## config.mk

```make
export PLATFORM = sky130hd
export DESIGN_NAME = fifo_rd_ctrl
export DESIGN_NICKNAME = d
export VERILOG_FILES = /design/src/rtl/fifo_pkg.sv /design/src/rtl/fifo_out_skid.sv /design/src/rtl/fifo_rd_ctrl.sv
export SDC_FILE = /design/constraint.sdc
export NUM_CORES = 1
export LEC_CHECK = 0
export BUFFER_PORTS_ARGS = -buffer_cell sky130_fd_sc_hd__buf_2
export CORE_UTILIZATION = 55
export CTS_CLUSTER_SIZE = 20
export DETAILED_ROUTE_END_ITERATION = 8
export PLACE_DENSITY = 0.83
export SYNTH_ARGS = -nofsm -noshare
export SYNTH_HDL_FRONTEND = slang
export SYNTH_SLANG_ARGS = --single-unit
```

## constraint.sdc

```tcl
create_clock -name r_clk -period 7.17 [get_ports r_clk]
set_clock_uncertainty 0.2 [all_clocks]
set_input_delay 1.434 -clock r_clk [delete_from_list [all_inputs] [get_ports r_clk]]
set_output_delay 1.434 -clock r_clk [all_outputs]
set_load 0.01 [all_outputs]
```

## src/rtl/fifo_pkg.sv

```systemverilog
// fifo_pkg: shared types and Gray-code helpers for the async FIFO read side.
// The helpers work on zero-extended words up to GRAY_MAX_W bits. Callers narrow
// the result with a size cast, so any pointer width up to GRAY_MAX_W can use them.
package fifo_pkg;

    localparam int GRAY_MAX_W = 32;

    // Occupancy of the 2-entry output buffer (head + skid).
    typedef enum logic [1:0] {
        OCC_EMPTY = 2'd0,
        OCC_ONE   = 2'd1,
        OCC_TWO   = 2'd2
    } occ_state_t;

    // Binary to reflected Gray code.
    function automatic logic [GRAY_MAX_W-1:0] bin2gray(input logic [GRAY_MAX_W-1:0] bin);
        return bin ^ (bin >> 1);
    endfunction

    // Gray to binary: each binary bit is the XOR of all Gray bits at or above it.
    function automatic logic [GRAY_MAX_W-1:0] gray2bin(input logic [GRAY_MAX_W-1:0] gray);
        logic [GRAY_MAX_W-1:0] bin;
        bin = gray;
        for (int i = 1; i < GRAY_MAX_W; i++) begin
            bin = bin ^ (gray >> i);
        end
        return bin;
    endfunction

endpackage

```

## src/rtl/fifo_out_skid.sv

```systemverilog
// fifo_out_skid: 2-entry valid/ready output buffer for the FIFO read side.
// The head register drives m_data directly, the skid register catches the word
// fetched while the head is stalled, so the parent can fetch every cycle.
module fifo_out_skid
    import fifo_pkg::*;
#(
    parameter int DATASIZE = 8
) (
    input  logic                r_clk,
    input  logic                r_rst_n,
    input  logic                push,
    input  logic [DATASIZE-1:0] push_data,
    output logic                m_valid,
    input  logic                m_ready,
    output logic [DATASIZE-1:0] m_data,
    output occ_state_t          occ
);

    logic [DATASIZE-1:0] skid;
    logic                pop;

    assign pop = m_valid & m_ready;

    // Occupancy FSM with registered m_valid; push is never asserted in OCC_TWO without pop.
    always_ff @(posedge r_clk or negedge r_rst_n) begin
        if (!r_rst_n) begin
            // NOTE: the data registers are reset as well, so m_data reads 0 straight out of reset.
            occ     <= OCC_EMPTY;
            m_valid <= 1'b0;
            m_data  <= '0;
            skid    <= '0;
        end else begin
            // NOTE: non-blocking assignments, so every branch sees the pre-edge head/skid values.
            case (occ)
                OCC_EMPTY: begin
                    if (push) begin
                        m_data  <= push_data;
                        m_valid <= 1'b1;
                        occ     <= OCC_ONE;
                    end
                end
                OCC_ONE: begin
                    if (push && pop) begin
                        m_data <= push_data;
                    end else if (push) begin
                        skid <= push_data;
                        occ  <= OCC_TWO;
                    end else if (pop) begin
                        m_valid <= 1'b0;
                        occ     <= OCC_EMPTY;
                    end
                end
                OCC_TWO: begin
                    if (pop) begin
                        m_data <= skid;
                        if (push) begin
                            skid <= push_data;
                        end else begin
                            occ <= OCC_ONE;
                        end
                    end
                end
                default: begin
                    m_valid <= 1'b0;
                    occ     <= OCC_EMPTY;
                end
            endcase
        end
    end

endmodule

```

## src/rtl/fifo_rd_ctrl.sv

```systemverilog
// fifo_rd_ctrl: read-side controller of the async FIFO (read clock domain).
// Owns the binary/Gray read pointer and the registered empty flag, addresses the
// memory and feeds its combinational read data into a first-word-fall-through
// output buffer.
// Optional feature: define FIFO_RD_LEVEL_EN to add the r_level output, the number
// of unread words still in memory (words already in the output buffer excluded).
module fifo_rd_ctrl
    import fifo_pkg::*;
#(
    parameter int DATASIZE = 8,
    parameter int ADDRSIZE = 4
) (
    input  logic                r_clk,
    input  logic                r_rst_n,
    input  logic [ADDRSIZE:0]   rq2_wptr,
    output logic [ADDRSIZE:0]   r_ptr,
    output logic [ADDRSIZE-1:0] r_addr,
    input  logic [DATASIZE-1:0] mem_rdata,
    output logic                r_empty,
    output logic                m_valid,
    input  logic                m_ready,
    output logic [DATASIZE-1:0] m_data
`ifdef FIFO_RD_LEVEL_EN
    ,
    output logic [ADDRSIZE:0]   r_level
`endif
);

    localparam int PTR_W = ADDRSIZE + 1;

    logic [PTR_W-1:0] rbin;
    logic [PTR_W-1:0] rbin_next;
    logic [PTR_W-1:0] rgray_next;
    occ_state_t       occ;
    logic             pop;
    logic             fetch;

    // A word leaves memory whenever there is one and the buffer has (or is making) room.
    assign pop        = m_valid & m_ready;
    assign fetch      = ~r_empty & ((occ != OCC_TWO) | pop);
    assign rbin_next  = rbin + {{(PTR_W-1){1'b0}}, fetch};
    assign rgray_next = PTR_W'(bin2gray(GRAY_MAX_W'(rbin_next)));
    assign r_addr     = rbin[ADDRSIZE-1:0];

    // Pointer pair and empty flag; empty looks at the next pointer so it never lags a fetch.
    always_ff @(posedge r_clk or negedge r_rst_n) begin
        if (!r_rst_n) begin
            rbin    <= '0;
            r_ptr   <= '0;
            r_empty <= 1'b1;
        end else begin
            rbin    <= rbin_next;
            r_ptr   <= rgray_next;
            r_empty <= (rgray_next == rq2_wptr);
        end
    end

`ifdef FIFO_RD_LEVEL_EN
    logic [PTR_W-1:0] wbin_sync;

    assign wbin_sync = PTR_W'(gray2bin(GRAY_MAX_W'(rq2_wptr)));

    // Unread words left in memory, measured against the post-fetch read pointer.
    always_ff @(posedge r_clk or negedge r_rst_n) begin
        if (!r_rst_n) begin
            r_level <= '0;
        end else begin
            r_level <= wbin_sync - rbin_next;
        end
    end
`endif

    fifo_out_skid #(
        .DATASIZE (DATASIZE)
    ) u_out_skid (
        .r_clk     (r_clk),
        .r_rst_n   (r_rst_n),
        .push      (fetch),
        .push_data (mem_rdata),
        .m_valid   (m_valid),
        .m_ready   (m_ready),
        .m_data    (m_data),
        .occ       (occ)
    );

endmodule

```

==> results.txt <==
The post-CTS resize count came out at 0. The leftover overflow at the end of global routing is 0. For this run, the total global-route usage over all layers was measured as about 22%.

The path type of the worst min-delay path is reg -> reg. The number of levels in the clock H-tree came out at 2. The number of global-route vias before repair is around 900.

The number of antenna violations at the first check in global routing is 0. The wire-length estimate of the detail-placed layout is between 1.5 and 2 mm. The total number of yosys warnings is 0.

The met3 demand-to-capacity share in global routing came out at under 10%. The number of max-cap violations is 0. The area of the core region came out at between 0.002 and 0.0025 sq mm. In this run the vertical extent of the chip is just over 50 um.

The largest fanout on the critical path is 4. The die outline width came out at 51.1 um. The part of the Yosys area used for sequential elements came out at roughly 55%. Setup repair after global routing left no endpoint under its margin. The leakage power total is between 0.0008 and 0.0009 uW. The final hold violation count is 0. The xor-xnor portion of the synthesized cell area is between 10% and 20%. Headroom to the max-slew limit came out at 32.2%. The number of instances in the synthesized netlist is between 100 and 150. For this run, design rule violations remaining after detail routing come to 0. The minimum clock period after layout is ~3300 ps.

The flow ran to the end, and the final reports show no timing, DRC or antenna violations. A synthesized cell averages 12.0 sq um. The maximum clock path buffer count came out at 2.

The share of flip-flops with an asynchronous set or reset came out at 100%. The global routing stage identified its most utilized layer as met2. Based on the critical path, the design can be clocked at up to 300 MHz. For this run, the leading register cell type out of synthesis is sky130_fd_sc_hd__dfrtp_1.

Of the total synthesized cell area, the portion taken by AND, OR, NAND and NOR gates is under 10%. The slew of the pin with the lowest slew margin is approximately 1000 ps. The mux cell area share after synthesis is about 13%. The last weighted congestion value of the routability-driven placer came out at 0.735. The cell area after technology mapping came out at approximately 0.0013 sq mm.

The I/O pin count came out at 35. The first detailed-routing pass ran for 4 iterations. TritonCTS built the clock tree. The compound-cell area share of the yosys netlist is under 10%.

For this run, global-route usage on met1 was measured as between 20 and 30%. The clock sink count is 29. The share of the cycle needed by the critical path after routing came out at 46.5%. For this run, the post-layout net count is 166.

The post-cts hold buffer count came out at 0. The clock root buffer is sky130_fd_sc_hd__clkbuf_4. The cell family contributing the most delay on the critical path is XOR/XNOR gates. The starting utilization of the core area came out at 59.3%.

The largest voltage drop on the vdd net is just under 0.5 mV. The critical path is of the in -> reg type. The signed area change from the synthesized netlist to the final layout came out at 21.7%. The power per standard cell area came out at 574 mW/mm^2. The number of rows in the core area came out at 17.

The data required time of the worst path came out at roughly 7200 ps. The cell at the slowest stage of the critical path is sky130_fd_sc_hd__xor2_1. For this run, the slowest stage of the critical path takes ~380 ps. The final sum of negative setup slack is 0 ps.

The final setup violation count came out at 0. The number of setup buffers added after CTS is 0. The critical path goes through buf_2 > nand2_1 > a21oi_1 > ha_1 > ha_1 > xor2_1 > xor2_1 > or3_1 > a221oi_2. The die footprint came out at 0.00261 sq mm.

The buffers plus inverters on the worst setup path is 1. STA classifies the critical path startpoint as an input pin. The number of distinct library cells after synthesis came out at 27. In the final layout, the share of cells above drive strength 1 is ~36%. STA classifies the critical path endpoint as a flip-flop.

The clock slew at the register clock pins of the worst setup and hold paths is approximately 100 ps. The number of enable-type register cells in the synthesized netlist came out at 0. The number of vias in the routed layout is approximately 940. Once detail routing completed, the nets flagged for antenna violations numbered 0. The average vias per placed instance is 5.29.

0 antenna diodes ended up in the layout. In the final routed layout, each cell accounts on average for 14.0 um. The synthesized netlist devotes under 10% of its cell area to adder and majority cells. The arrival time at the worst endpoint is 3380 ps. Buffers inserted during clock tree synthesis total 5. For this block, the initial DRC count from the detailed router was 5. Counting flops and latches in the post-synthesis netlist gives 29. The first global-routing pass estimated between 3 and 4 mm of wire.

The number of pins with negative max-slew slack in the final report is 0. Fill cells in the final layout number about 160. The count of port buffers added during placement is 34. Entering global routing, the biggest net connects 30 pins. The met2 global-route usage is 35.3%. Counting every net in the synthesized netlist gives around 130. The clock latency of the later-clocked register in the worst-skew pair is 330 ps. The dominant combinational cell family by area after synthesis is multiplexers.

Across all hold checks on the routed design, the worst slack comes to between 200 and 300 ps. The overall routed net length came out at 2.48 mm.
[layout make-up]
cell class	count	area (sq um)	share of cell area (%)
Timing Repair Buffer	34	170	10.6
Clock buffer	5	37.5	2.33
Tap cell	28	35.0	2.17
Inverter	5	18.8	1.16
Clock inverter	3	65.1	4.04
Sequential cell	29	727	45.1
Multi-Input combinational cell	73	558	34.6
[synth_stat cells, types with 2 or more instances]
cell | instances | area share, %
sky130_fd_sc_hd__nor2b_1 | 2 | 0.95
sky130_fd_sc_hd__xnor2_1 | 5 | 3.3
sky130_fd_sc_hd__dfrtp_1 | 28 | 53
sky130_fd_sc_hd__nand2_1 | 12 | 3.4
sky130_fd_sc_hd__inv_1 | 5 | 1.4
sky130_fd_sc_hd__mux2_2 | 8 | 6.8
sky130_fd_sc_hd__nand3_1 | 3 | 1.1
sky130_fd_sc_hd__o22ai_1 | 2 | 0.95
sky130_fd_sc_hd__ha_1 | 2 | 1.9
sky130_fd_sc_hd__nor2_1 | 3 | 0.85
sky130_fd_sc_hd__o21ai_0 | 9 | 3.4
sky130_fd_sc_hd__a21oi_1 | 3 | 1.1
sky130_fd_sc_hd__mux2i_1 | 8 | 6.0
sky130_fd_sc_hd__xor2_1 | 6 | 4.0
sky130_fd_sc_hd__buf_4 | 2 | 1.1
[flip-flops by register name (all words and copies together) (netlist names)]
signal and flops:
u_out_skid.m_data 8, u_out_skid.skid 8, r_ptr 5, rbin 4, u_out_skid.occ 2, r_empty 1, u_out_skid.m_valid 1
[worst reg2reg max path, cell delays in order, from the launching register on]
cell	delay [ps]
sky130_fd_sc_hd__dfrtp_1	430
sky130_fd_sc_hd__nor2b_1	250
sky130_fd_sc_hd__a21oi_1	100
sky130_fd_sc_hd__ha_1	230
sky130_fd_sc_hd__ha_1	250
sky130_fd_sc_hd__xor2_1	360
sky130_fd_sc_hd__xor2_1	130
sky130_fd_sc_hd__or3_1	380
sky130_fd_sc_hd__a221oi_2	240
[cells by family after synthesis]
group,Yosys count
and+or+nand+nor,24
AOI/OAI and AO/OA,18
muxes,16
DFF,29
adders and majority gates,2
buffers and inverters,8
xor gates and xnor gates,13
[final timing paths]
kind	from	to	slack (ps)	cells past startpoint
max	m_ready	r_empty$_DFF_PN1_	3840	9
min	u_out_skid.m_data[0]$_DFFE_PN0P_	u_out_skid.m_data[0]$_DFFE_PN0P_	280	2
max reg2reg	u_out_skid.occ[1]$_DFFE_PN0P_	r_empty$_DFF_PN1_	4530	8
min reg2reg	u_out_skid.m_data[0]$_DFFE_PN0P_	u_out_skid.m_data[0]$_DFFE_PN0P_	280	2
max in group asynchronous	r_rst_n	u_out_skid.m_data[6]$_DFFE_PN0P_	5450	1
min in group asynchronous	r_rst_n	u_out_skid.m_valid$_DFFE_PN0P_	900	1
[placed cells by master, fill, tap and decap left out, drive strengths merged, types with 5 or more instances in the layout]
| cell | netlist | final |
|---|---|---|
| o21ai | 9 | 9 |
| inv | 5 | 5 |
| xnor2 | 6 | 6 |
| dfrtp | 28 | 28 |
| xor2 | 6 | 6 |
| mux2 | 8 | 8 |
| buf | 3 | 34 |
| clkbuf | 0 | 5 |
| mux2i | 8 | 8 |
| nand2 | 12 | 12 |
[power breakdown]
part / total, uW / switching [uW] / internal, uW
sequential: 310 / 54.1 / 256
clock: 168 / 59.8 / 108
combinational: 447 / 239 / 208
[per-layer routing]
layer / share of wire [%] / vias up
met4: 1.0 / 0
met1: 44 / 454
met2: 51 / 22
li1: - / 456
met5: 0 / -
met3: 4.0 / 4
[per-stage QoR]
step | util [%] | worst slack, ps | std cells | total power [uW] | cell area, sq um
floorplan | - | 3800 | 110 | 645 | 1320
global placement | 67.6 | 3570 | 169 | 734 | 1510
detailed placement | 67.6 | 3470 | 169 | 763 | 1510
CTS | 72.2 | 3830 | 177 | 932 | 1610
global route | 72.2 | 3650 | 177 | 984 | 1610
finish | 72.2 | 3840 | 177 | 925 | 1610
No activity file was read; power rests on OpenSTA's default activity.
